**src/rtl/bridge_pkg.sv**
```systemverilog
// rtl/bridge_pkg.sv - shared types and constants for the processor-to-device bridge
package bridge_pkg;

   typedef enum logic [1:0] {
      ST_IDLE   = 2'd0,
      ST_ACCESS = 2'd1,
      ST_WAIT   = 2'd2,
      ST_DONE   = 2'd3
   } state_t;

   localparam logic [29:0] DEF_DEV0_BASE = 30'h1FC0;
   localparam logic [29:0] DEF_DEV1_BASE = 30'h1FC4;
   localparam logic [31:0] ERR_WORD      = 32'hFFFF_FFFF;
   localparam logic [29:0] WIN_SIZE      = 30'd3;

   // Unsigned wrap makes addresses below the base land far outside the window.
   function automatic logic in_window(input logic [29:0] addr, input logic [29:0] base);
      logic [29:0] offs;
      offs = addr - base;
      return offs < WIN_SIZE;
   endfunction

endpackage

```
**src/rtl/bridge_decode.sv**
```systemverilog
// rtl/bridge_decode.sv - combinational word-address window compare for both devices
module bridge_decode
   import bridge_pkg::*;
#(
   parameter logic [29:0] DEV0_BASE = DEF_DEV0_BASE,
   parameter logic [29:0] DEV1_BASE = DEF_DEV1_BASE
) (
   input  logic [29:0] PrAddr,
   output logic        hit0,
   output logic        hit1,
   output logic        HitDEV
);

   assign hit0   = in_window(PrAddr, DEV0_BASE);
   assign hit1   = in_window(PrAddr, DEV1_BASE);
   assign HitDEV = hit0 | hit1;

endmodule

```
**src/rtl/pr_bridge.sv**
```systemverilog
// rtl/pr_bridge.sv - CPU device-port bridge: decode, select/wait/ack sequencing with timeout, IRQ register
module pr_bridge
   import bridge_pkg::*;
#(
   parameter logic [29:0] DEV0_BASE = DEF_DEV0_BASE,
   parameter logic [29:0] DEV1_BASE = DEF_DEV1_BASE,
   parameter int          TIMEOUT   = 15
) (
   input  logic        clock,
   input  logic        reset,
   input  logic [29:0] PrAddr,
   input  logic [31:0] PrDOut,
   input  logic        WeCPU,
   input  logic        PrReq,
   output logic        HitDEV,
   output logic [31:0] PrDIn,
   output logic        PrRdy,
   output logic        BusErr,
   output logic [5:0]  HWInt,
   output logic [1:0]  DevAddr,
   output logic [31:0] DevWD,
   output logic        DevSel0,
   output logic        DevSel1,
   output logic        DevWe0,
   output logic        DevWe1,
   input  logic [31:0] DevRD0,
   input  logic [31:0] DevRD1,
   input  logic        DevAck0,
   input  logic        DevAck1,
   input  logic        DevIRQ0,
   input  logic        DevIRQ1
);

   localparam logic [7:0] TIMEOUT_CNT = 8'(TIMEOUT);

   state_t      state;
   state_t      state_nxt;
   logic        hit0;
   logic        hit1;
   logic        accept;
   logic        tgt;        // 0 = timer, 1 = general I/O
   logic        wr;
   logic        err_flag;
   logic [7:0]  cnt;
   logic        ack_tgt;
   logic [31:0] rd_tgt;

   bridge_decode #(
      .DEV0_BASE(DEV0_BASE),
      .DEV1_BASE(DEV1_BASE)
   ) u_decode (
      .PrAddr(PrAddr),
      .hit0  (hit0),
      .hit1  (hit1),
      .HitDEV(HitDEV)
   );

   assign accept  = (state == ST_IDLE) & PrReq & (hit0 | hit1);
   // Only the latched target's handshake is ever observed.
   assign ack_tgt = tgt ? DevAck1 : DevAck0;
   assign rd_tgt  = tgt ? DevRD1  : DevRD0;

   // State register.
   always_ff @(posedge clock) begin
      if (reset) state <= ST_IDLE;
      else       state <= state_nxt;
   end

   // Next-state: ack beats timeout when both land in the same WAIT cycle.
   always_comb begin
      state_nxt = state;
      case (state)
         ST_IDLE:   if (accept) state_nxt = ST_ACCESS;
         ST_ACCESS: state_nxt = ack_tgt ? ST_DONE : ST_WAIT;
         ST_WAIT:   if (ack_tgt || cnt == TIMEOUT_CNT) state_nxt = ST_DONE;
         ST_DONE:   state_nxt = ST_IDLE;
         default:   state_nxt = ST_IDLE;
      endcase
   end

   // Outputs: select strobes for the single ACCESS cycle, completion in DONE.
   always_comb begin
      DevSel0 = (state == ST_ACCESS) & ~tgt;
      DevSel1 = (state == ST_ACCESS) &  tgt;
      DevWe0  = DevSel0 & wr;
      DevWe1  = DevSel1 & wr;
      PrRdy   = (state == ST_DONE);
      BusErr  = (state == ST_DONE) & err_flag;
   end

   // Request latches, wait counter and read-data capture.
   always_ff @(posedge clock) begin
      if (reset) begin
         tgt      <= 1'b0;
         wr       <= 1'b0;
         err_flag <= 1'b0;
         cnt      <= 8'd0;
         DevAddr  <= 2'd0;
         DevWD    <= 32'd0;
         PrDIn    <= 32'd0;
      end else begin
         case (state)
            ST_IDLE: begin
               if (accept) begin
                  tgt      <= hit1;
                  wr       <= WeCPU;
                  err_flag <= 1'b0;
                  DevAddr  <= PrAddr[1:0];
                  DevWD    <= PrDOut;
               end
            end
            ST_ACCESS: begin
               cnt <= 8'd0;
               if (ack_tgt && !wr) PrDIn <= rd_tgt;
            end
            ST_WAIT: begin
               if (ack_tgt) begin
                  if (!wr) PrDIn <= rd_tgt;
               end else if (cnt == TIMEOUT_CNT) begin
                  PrDIn    <= ERR_WORD;
                  err_flag <= 1'b1;
               end else if (cnt != 8'hFF) begin
                  cnt <= cnt + 8'd1;
               end
            end
            default: ;
         endcase
      end
   end

   // Interrupt lines are registered every cycle regardless of bus activity.
   always_ff @(posedge clock) begin
      if (reset) HWInt <= 6'd0;
      else       HWInt <= {4'd0, DevIRQ1, DevIRQ0};
   end

endmodule
```
**config.mk**
```make
export PLATFORM = sky130hd
export DESIGN_NAME = pr_bridge
export DESIGN_NICKNAME = d
export VERILOG_FILES = /design/src/rtl/bridge_pkg.sv /design/src/rtl/bridge_decode.sv /design/src/rtl/pr_bridge.sv
export SDC_FILE = /design/constraint.sdc
export NUM_CORES = 1
export LEC_CHECK = 0
export BUFFER_PORTS_ARGS = -buffer_cell sky130_fd_sc_hd__buf_2
export CORE_MARGIN = 2
export CORE_UTILIZATION = 46
export DETAILED_ROUTE_END_ITERATION = 10
export PLACE_DENSITY_LB_ADDON = 0.15
export REMOVE_ABC_BUFFERS = 1
export SLEW_MARGIN = 20
export SYNTH_ARGS = -nofsm -noshare
export SYNTH_HDL_FRONTEND = slang
export SYNTH_SLANG_ARGS = --single-unit
```
**constraint.sdc**
```tcl
create_clock -name clock -period 3.5 [get_ports clock]
set_input_delay 0.7 -clock clock [delete_from_list [all_inputs] [get_ports clock]]
set_output_delay 0.7 -clock clock [all_outputs]
set_load 0.005 [all_outputs]
```
==> out/results.ini, run 1 <==
[run_status]
outcome=finished, final reports clean

[clocking]
cts_tree=done
insertion_delay_ns=0.34
htree_levels=3
cts.reportedPaths.clkPinSlew_ns=0.09
cts.sinks=81
cts_root_buf=clkbuf_8
cts_buffer_depth=2
cts_made_buffers=9
cts_hold_buffers=0

[logic_synthesis]
synth_top_area_share_pct=38.3
synth_xor_area_share_pct=1.24
yosys-top-cells-count=dfxtp_1 (81), o21ai_1 (60), nor2_1 (51)
synthDistinctLibCells=52
synth_enable_flop_cells=0
ys_warn_count=0
synth_compound_area_share_pct=26.5
synthesis.area_um2=4230
ys_seq_area_share_pct=38.3
yosys-top-cells-area=dfxtp_1 (38%), mux2i_1 (8.3%), o21ai_1 (7.1%)
synth_ff_type=dfxtp_1
yosysMostFrequentCell=dfxtp_1
synth_top_family_by_area=compound AO/OA/AOI/OAI gates
ys_seq_elements=81
yosys.area_share.adder_pct=1.48
synthCells=476
synth-simple-area-share_pct=16.1
syn_avg_cell_area_um2=8.89
synthArstFlopShare_pct=0
synth.largest_area_cell=dfxtp_1
yosys-mux-area-fraction_pct=8.63

[sta]
final-hold-violation-count=0
timing.final.ws_setup_ns=0.117
min_period_over_period_pct=96.7
clock_skew_ns=0.0135
tns_ns=0
slew_headroom_pct=61.6
whs_ns=0.477
fmax_ghz=0.296
setup_viol=0
fin_crit_ns=3.38
slew_violations=0
max_slew.worst_pin.slew_ns=0.575

[cells_and_area]
multiInputGateArea_um2=2300
regArea_um2=1620
areaGrowthSynthToFinish_pct=29.9
nets=809
fillers=819
drive_gt1_share_pct=38.7

[grt]
busiest_layer=met2
grt_usage_pct=23.3
grt_pass1_wl_mm=19.2
grt_start_max_net_pins=42
use_met2_pct=38.8
grt_pass1_vias=4170
grt.overflow.total=0
use_met3_pct=5.01
met1_usage_pct=29.1
antenna_found_initial=1

[floorplanning]
die-height_um=99.9
start_util_pct=46.7
fp.dieArea_um2=9990
rows=35
num_io_pins=213
fp.dieW_um=99.9
core_area_um2=9060

[routing]
post_drt_via_cell_ratio=5.58
drc_errors=0
first_iter_violations=107
wire_per_inst_um=15.2
dr.pass1.iters=4
drtAntennaViolNets=0
num_vias=4391
routed_wl_mm=12.0

[worst_setup_path]
crit_type=input pin to output pin
slowest_stage=a2111oi_2
critPathLaunchType=input pin
path_cells=buf_2 > nor4_4 > nor3_1 > a2111oi_2 > nor2_1 > o41a_4 > inv_1 > buf_2
arrival_ns=2.68
max_stage_delay_ns=0.47
critPathRequiredTime_ns=2.80
path_common_cell=buf_2
path_max_fanout=6
path_delay_family=compound AO/OA/AOI/OAI gates
worstSetupEndpointType=output pin
worst-path-buf-inv=3

[pwr]
irDropWorstVdd_v=0.000243
p_per_area_nw_per_um2=431
p_leak_uw=0.00229

[hold_path]
min_path_type=register to register

[placement]
dp_slack_ns=0.0470
port_buffers=208
dp_hpwl_mm=8.86
globalplace.congestion=0.857

[run]
maxCapViolCount=0

## cell families after synthesis
group	Yosys count
compound gates	177
xor+xnor	6
fa+ha+maj	5
buf+inv	51
flops	81
mux	36
other cells	1
simple gates	119
## state kept, by name, indices dropped and copies added, names as in the netlist, 2 cells and up
register / cells
DevAddr: 2
DevWD: 32
HWInt: 2
PrDIn: 32
cnt: 8
state: 2
## worst reg2reg max path, cell delays in order (launching register included)
cell and delay, ns:
dfxtp_2 0.34, mux2i_1 0.44, nand2_1 0.16, o31ai_2 0.51
nand4_1 0.28, or3_1 0.37, a21oi_1 0.14
## per-stage QoR
stage                     cell area (um^2)  std cells  utilization [%]  power (uW)
final                                 5500        787             60.7        2370
after global routing                  5500        786             60.6        2510
after CTS                             5480        783             60.4        2390
after global placement                5240        767             57.8        1590
after floorplan                       3960        438                -        1350
after detailed placement              5240        767             57.8        1600
## final cells by class
cell class,instances,share of cell area (%)
flip-flops and latches,81,29.5
diodes,1,0.0455
clock inverters,7,1.96
clock buffers,9,2.25
multi-input cells,347,41.9
well taps,111,2.53
repair buffers,221,21.2
inverters,10,0.682
## path summary, 6_finish.rpt
path | from | to | slack (ns) | cells after the start
max | PrAddr[5] | HitDEV | 0.12 | 8
max reg2reg | tgt$_SDFFE_PP0P_ | cnt[7]$_SDFFE_PP0P_ | 1.19 | 6
min | DevWD[5]$_SDFFE_PP0P_ | DevWD[5]$_SDFFE_PP0P_ | 0.48 | 2
min reg2reg | DevWD[5]$_SDFFE_PP0P_ | DevWD[5]$_SDFFE_PP0P_ | 0.48 | 2
## power breakdown
group,leakage (uW),internal [uW],switching [uW]
logic,0.00152,237,299
clock network,0.000114,417,372
registers,0.000654,1000,42.9
## placed cells by master (no fill, tap or decap), drive strengths merged, types with 5 or more instances in the layout
cell type | netlist | layout
a21oi | 42 | 42
a311oi | 32 | 32
buf | 13 | 221
clkbuf | 28 | 9
dfxtp | 81 | 81
ha | 5 | 5
inv | 10 | 14
mux2i | 35 | 35
nand2 | 8 | 8
nand3 | 8 | 8
nand4 | 11 | 11
nor2 | 51 | 51
nor3 | 7 | 7
nor4 | 9 | 9
o21ai | 79 | 79
o31ai | 7 | 7
## metal layers
layer,wire (um),vias up
met5,0,-
met1,5190,1994
li1,-,2170
met2,5550,193
met4,351,0
met3,892,34
## what timing repair did
action | 4_1_cts | 5_1_grt
buffers inserted | 0 | 3
setup endpoints to repair | 0 | 1
gates resized for setup | 0 | 0
hold endpoints to repair | 0 | 0
Note: power is estimated with default switching activity, not from simulation.
==> inputs of run 2 (changes only) <==
Settings changed: CORE_ASPECT_RATIO from default to 0.7, CORE_MARGIN 2 to 1.5.
==> run 2 against run 1 <==
Net effect: critical path depth unchanged; first-iteration DRC count increased to 3.4 times the previous value; via count decreased by 0.57%; global-route usage decreased by 0.065 points; worst hold slack got worse by 0.0093 ns; wire length decreased by 0.94%; register-to-register slack got worse by 0.06 ns; largest cell class unchanged; largest power group unchanged.
==> out/results.ini, run 2 (synthesis gave the netlist of run 1 again) <==
[floorplanning]
start_util_pct=47.0
die-height_um=83.3
fp.dieW_um=118
fp.dieArea_um2=9800
rows=29
core_area_um2=9000
num_io_pins=213

[sta]
min_period_over_period_pct=96.3
tns_ns=0
max_slew.worst_pin.slew_ns=0.640
slew_violations=0
whs_ns=0.467
fmax_ghz=0.297
setup_viol=0
fin_crit_ns=3.37
final-hold-violation-count=0
slew_headroom_pct=57.3
clock_skew_ns=0.00451
rsz0062_at_grt=false

[worst_setup_path]
worstSetupEndpointType=output pin
critPathRequiredTime_ns=2.80
path_max_fanout=4
critPathLaunchType=input pin
crit_type=input pin to output pin
arrival_ns=2.67

[cells_and_area]
fillers=826
nets=808
areaGrowthSynthToFinish_pct=31.6
final_common_cell=buf_2
mostFrequentLayoutCells=buf_2 (208), dfxtp_1 (80), o21ai_1 (60), nor2_1 (50), a21oi_1 (42)
antenna_cells=0
largestRegisters=DevWD x32, PrDIn x32, cnt x8
drive_gt1_share_pct=38.6

[grt]
antenna_found_initial=0
grt_pass1_wl_mm=18.6
grt_start_max_net_pins=65
grt_pass1_vias=3803
grt.overflow.total=0
grt_usage_pct=23.3

[clocking]
cts_root_buf=clkbuf_16
cts_resized=0
cts.reportedPaths.clkPinSlew_ns=0.06
cts_tree=done
cts.sinks=81
htree_levels=3
cts_made_buffers=9
insertion_delay_ns=0.33
cts_buffer_depth=2

[routing]
drc_errors=0
dr.pass1.iters=5
drtAntennaViolNets=0
wire_per_inst_um=14.9
routed_wl_mm=11.9
post_drt_via_cell_ratio=5.47
num_vias=4366
first_iter_violations=360

[hold_path]
min_path_type=register to register

[pwr]
irDropWorstVdd_v=0.000261
p_leak_uw=0.00232
p_total_uw=2510
p_per_area_nw_per_um2=451

[placement]
dp_hpwl_mm=8.73
port_buffers=208
globalplace.congestion=0.927

[run]
maxCapViolCount=0

[run_status]
outcome=finished, final reports clean

run 2: changes by cell type in the layout (fill, tap and decap cells not counted):
cell        previous run  this run
clkbuf_16              0         9
clkbuf_8               9         1
clkinv_4               0         2
inv_6                  2         0
inv_8                  2         0
buf_12                 2         1
bufinv_16              2         1
clkinv_2               0         1
clkinvlp_4             1         2
diode_2                1         0
run 2: metal layers:
metal / part of all wire [%] / up-vias / track usage, %
li1: - / 2173 / -
met1: 46 / 1971 / 30.8
met2: 45 / 206 / 36.7
met5: 0 / - / 0
met4: 1.4 / 0 / 6.76
met3: 8.2 / 16 / 7.21
run 2: final timing paths:
kind,cells past startpoint,slack [ns],to,start
min reg2reg,2,0.47,err_flag$_SDFFE_PP0P_,err_flag$_SDFFE_PP0P_
min,2,0.47,err_flag$_SDFFE_PP0P_,err_flag$_SDFFE_PP0P_
max reg2reg,6,1.13,cnt[5]$_SDFFE_PP0P_,tgt$_SDFFE_PP0P_
max,8,0.13,HitDEV,PrAddr[5]
run 2: worst max-delay path: stages:
cell and delay, ns:
buf_2 0.13, or4_1 0.61, nand4_1 0.14, and4bb_2 0.24, nand4_1 0.14, o41a_4 0.55, inv_1 0.06, buf_2 0.10
run 2: layout make-up:
cell class | instances | area (um^2) | share of cell area [%]
clock inverters | 6 | 67.6 | 1.21
repair buffers | 220 | 1140 | 20.5
multi-input cells | 347 | 2300 | 41.4
well taps | 124 | 155 | 2.79
flip-flops and latches | 81 | 1620 | 29.1
clock buffers | 10 | 239 | 4.29
inverters | 10 | 37.5 | 0.674
run 2: timing repair:
item                       4_1_cts  5_1_grt
setup endpoints to repair        0        1
hold buffers                     0        0
buffers inserted                 0        1
run 2: metrics by stage:
step	instances	utilization (%)	cell area, um^2	worst slack (ns)
floorplan	438	-	3960	-0.937
global placement	781	58.4	5260	0.163
detailed placement	781	58.4	5260	0.142
CTS	797	61.8	5560	0.142
global route	798	61.9	5570	0.0271
finish	798	61.9	5570	0.128
run 2: report_power, final:
group / total (uW) / internal [uW] / leakage (uW) / switching [uW]
combinational: 526 / 231 / 0.00152 / 295
sequential: 1050 / 1010 / 0.000654 / 42.1
clock: 938 / 572 / 0.000145 / 366
==> inputs of run 3 (changes only) <==
Settings changed: CAP_MARGIN from default to 10, PLACE_DENSITY_LB_ADDON 0.15 to 0.1.
==> run 3 against run 2 <==
Net effect: final area up 0.45%; combinational power up 1%; sequential share of layout area down 0.13 points; flip-flop and latch count unchanged; largest cell class unchanged; highest routed layer unchanged.
==> out/results.ini, run 3 (synthesis gave the netlist of run 1 again) <==
[run_status]
outcome=finished, final reports clean

[sta]
slew_violations=0
clock_skew_ns=0.00594
fmax_ghz=0.295
final-hold-violation-count=0
rsz0062_at_grt=false
max_slew.worst_pin.slew_ns=0.612
slew_headroom_pct=58.8
setup_viol=0
fin_crit_ns=3.39
min_period_over_period_pct=96.8

[clocking]
insertion_delay_ns=0.33
cts.sinks=81
cts_buffer_depth=2
htree_levels=3
cts_made_buffers=9
cts_tree=done
cts_root_buf=clkbuf_16
cts_hold_buffers=0
cts.reportedPaths.clkPinSlew_ns=0.06

[worst_setup_path]
worstSetupEndpointType=output pin
path_max_fanout=6
critPathLaunchType=input pin
slowest_stage=a2111oi_2
path_common_cell=buf_2
crit_type=input pin to output pin
path_cells=buf_2 > nor4_4 > nor3_1 > a2111oi_2 > nor2_1 > o41a_4 > inv_1 > buf_2
max_stage_delay_ns=0.48
arrival_ns=2.69
critPathRequiredTime_ns=2.80
reg2reg_depth=7

[grt]
grt_pass1_vias=3878
grt_usage_pct=23.5
grt_start_max_net_pins=48
grt.overflow.total=0
grt_pass1_wl_mm=18.9
antenna_found_initial=0

[placement]
dp_hpwl_mm=8.68
port_buffers=208
globalplace.congestion=0.998

[floorplanning]
die-height_um=83.3
rows=29
start_util_pct=47.0
fp.dieArea_um2=9800
num_io_pins=213
core_area_um2=9000
fp.dieW_um=118

[routing]
wire_per_inst_um=15.0
num_vias=4315
routed_wl_mm=11.9
first_iter_violations=420
drc_errors=0
drtAntennaViolNets=0
dr.pass1.iters=4
post_drt_via_cell_ratio=5.41

[pwr]
p_int_uw=1880
power_switching_uw=694
p_total_uw=2580
comb_power_share_pct=20.6
irDropWorstVdd_v=0.000347
sw_frac_of_total_pct=26.9
p_per_area_nw_per_um2=461
p_clk_share_pct=38.7
seqPwrFrac_pct=40.7
p_leak_uw=0.00233

[cells_and_area]
antenna_cells=0
final_util_pct=62.2
final_common_cell=buf_2
mostFrequentLayoutCells=buf_2 (208), dfxtp_1 (80), o21ai_1 (60), nor2_1 (50), a21oi_1 (42)
drive_gt1_share_pct=38.3
largestRegisters=DevWD x32, PrDIn x32, cnt x8
nets=808
areaGrowthSynthToFinish_pct=32.2

[run]
maxCapViolCount=0

[hold_path]
min_path_type=register to register
hold-path-cell-count=2

run 3: area by class of cell:
cell class                      count  area [um^2]
Clock inverter                      4         76.3
Inverter                           10         37.5
Clock buffer                       11          243
Multi-Input combinational cell    347         2300
Sequential cell                    81         1620
Fill cell                         816         3400
Timing Repair Buffer              220         1160
Tap cell                          124          155
run 3: final timing paths:
kind | startpoint | endpoint | slack, ns
worst max-delay path | PrAddr[5] | HitDEV | 0.11
worst min register to register | DevWD[5]$_SDFFE_PP0P_ | DevWD[5]$_SDFFE_PP0P_ | 0.47
worst max register to register | cnt[4]$_SDFFE_PP0P_ | PrDIn[28]$_SDFFE_PP0P_ | 1.18
worst min-delay path | DevWD[5]$_SDFFE_PP0P_ | DevWD[5]$_SDFFE_PP0P_ | 0.47
run 3: repair_timing:
item	4_1_cts	5_1_grt
setup buffers	0	3
gates resized for setup	0	0
endpoints found under the setup margin	0	1
run 3: power groups by stage:
stage                     registers [uW]  logic [uW]  clock network, uW
after floorplan                     1070         272                  0
after detailed placement            1070         528                  0
after global placement              1060         516                  0
final                               1050         531                998
after CTS                           1050         529               1020
after global routing                1060         593               1060
run 3: per-layer routing:
metal | vias to the layer above | routed length, um | GRT usage (%)
met4 | 0 | 158 | 6.54
met2 | 170 | 5300 | 36.4
met5 | - | 0 | 0
li1 | 2173 | - | -
met3 | 18 | 938 | 7.28
met1 | 1954 | 5550 | 31.7
run 3: worst max-delay path, delay by kind of cell:
family	cells	cell delay (ns)
simple gates	3	0.76
compound gates	2	0.92
buf+inv	3	0.30
run 3: metrics by stage:
step           TNS (ns)  setup WS [ns]  cell area [um^2]  std cells  hold WS (ns)
2_1_floorplan    -30.33         -0.937              3960        438         0.438
3_3_place_gp          0          0.161              5250        779         0.454
3_5_place_dp          0          0.138              5250        779         0.461
4_1_cts               0          0.133              5570        794         0.470
5_1_grt               0         0.0119              5590        797         0.493
6_report              0          0.112              5590        797         0.469
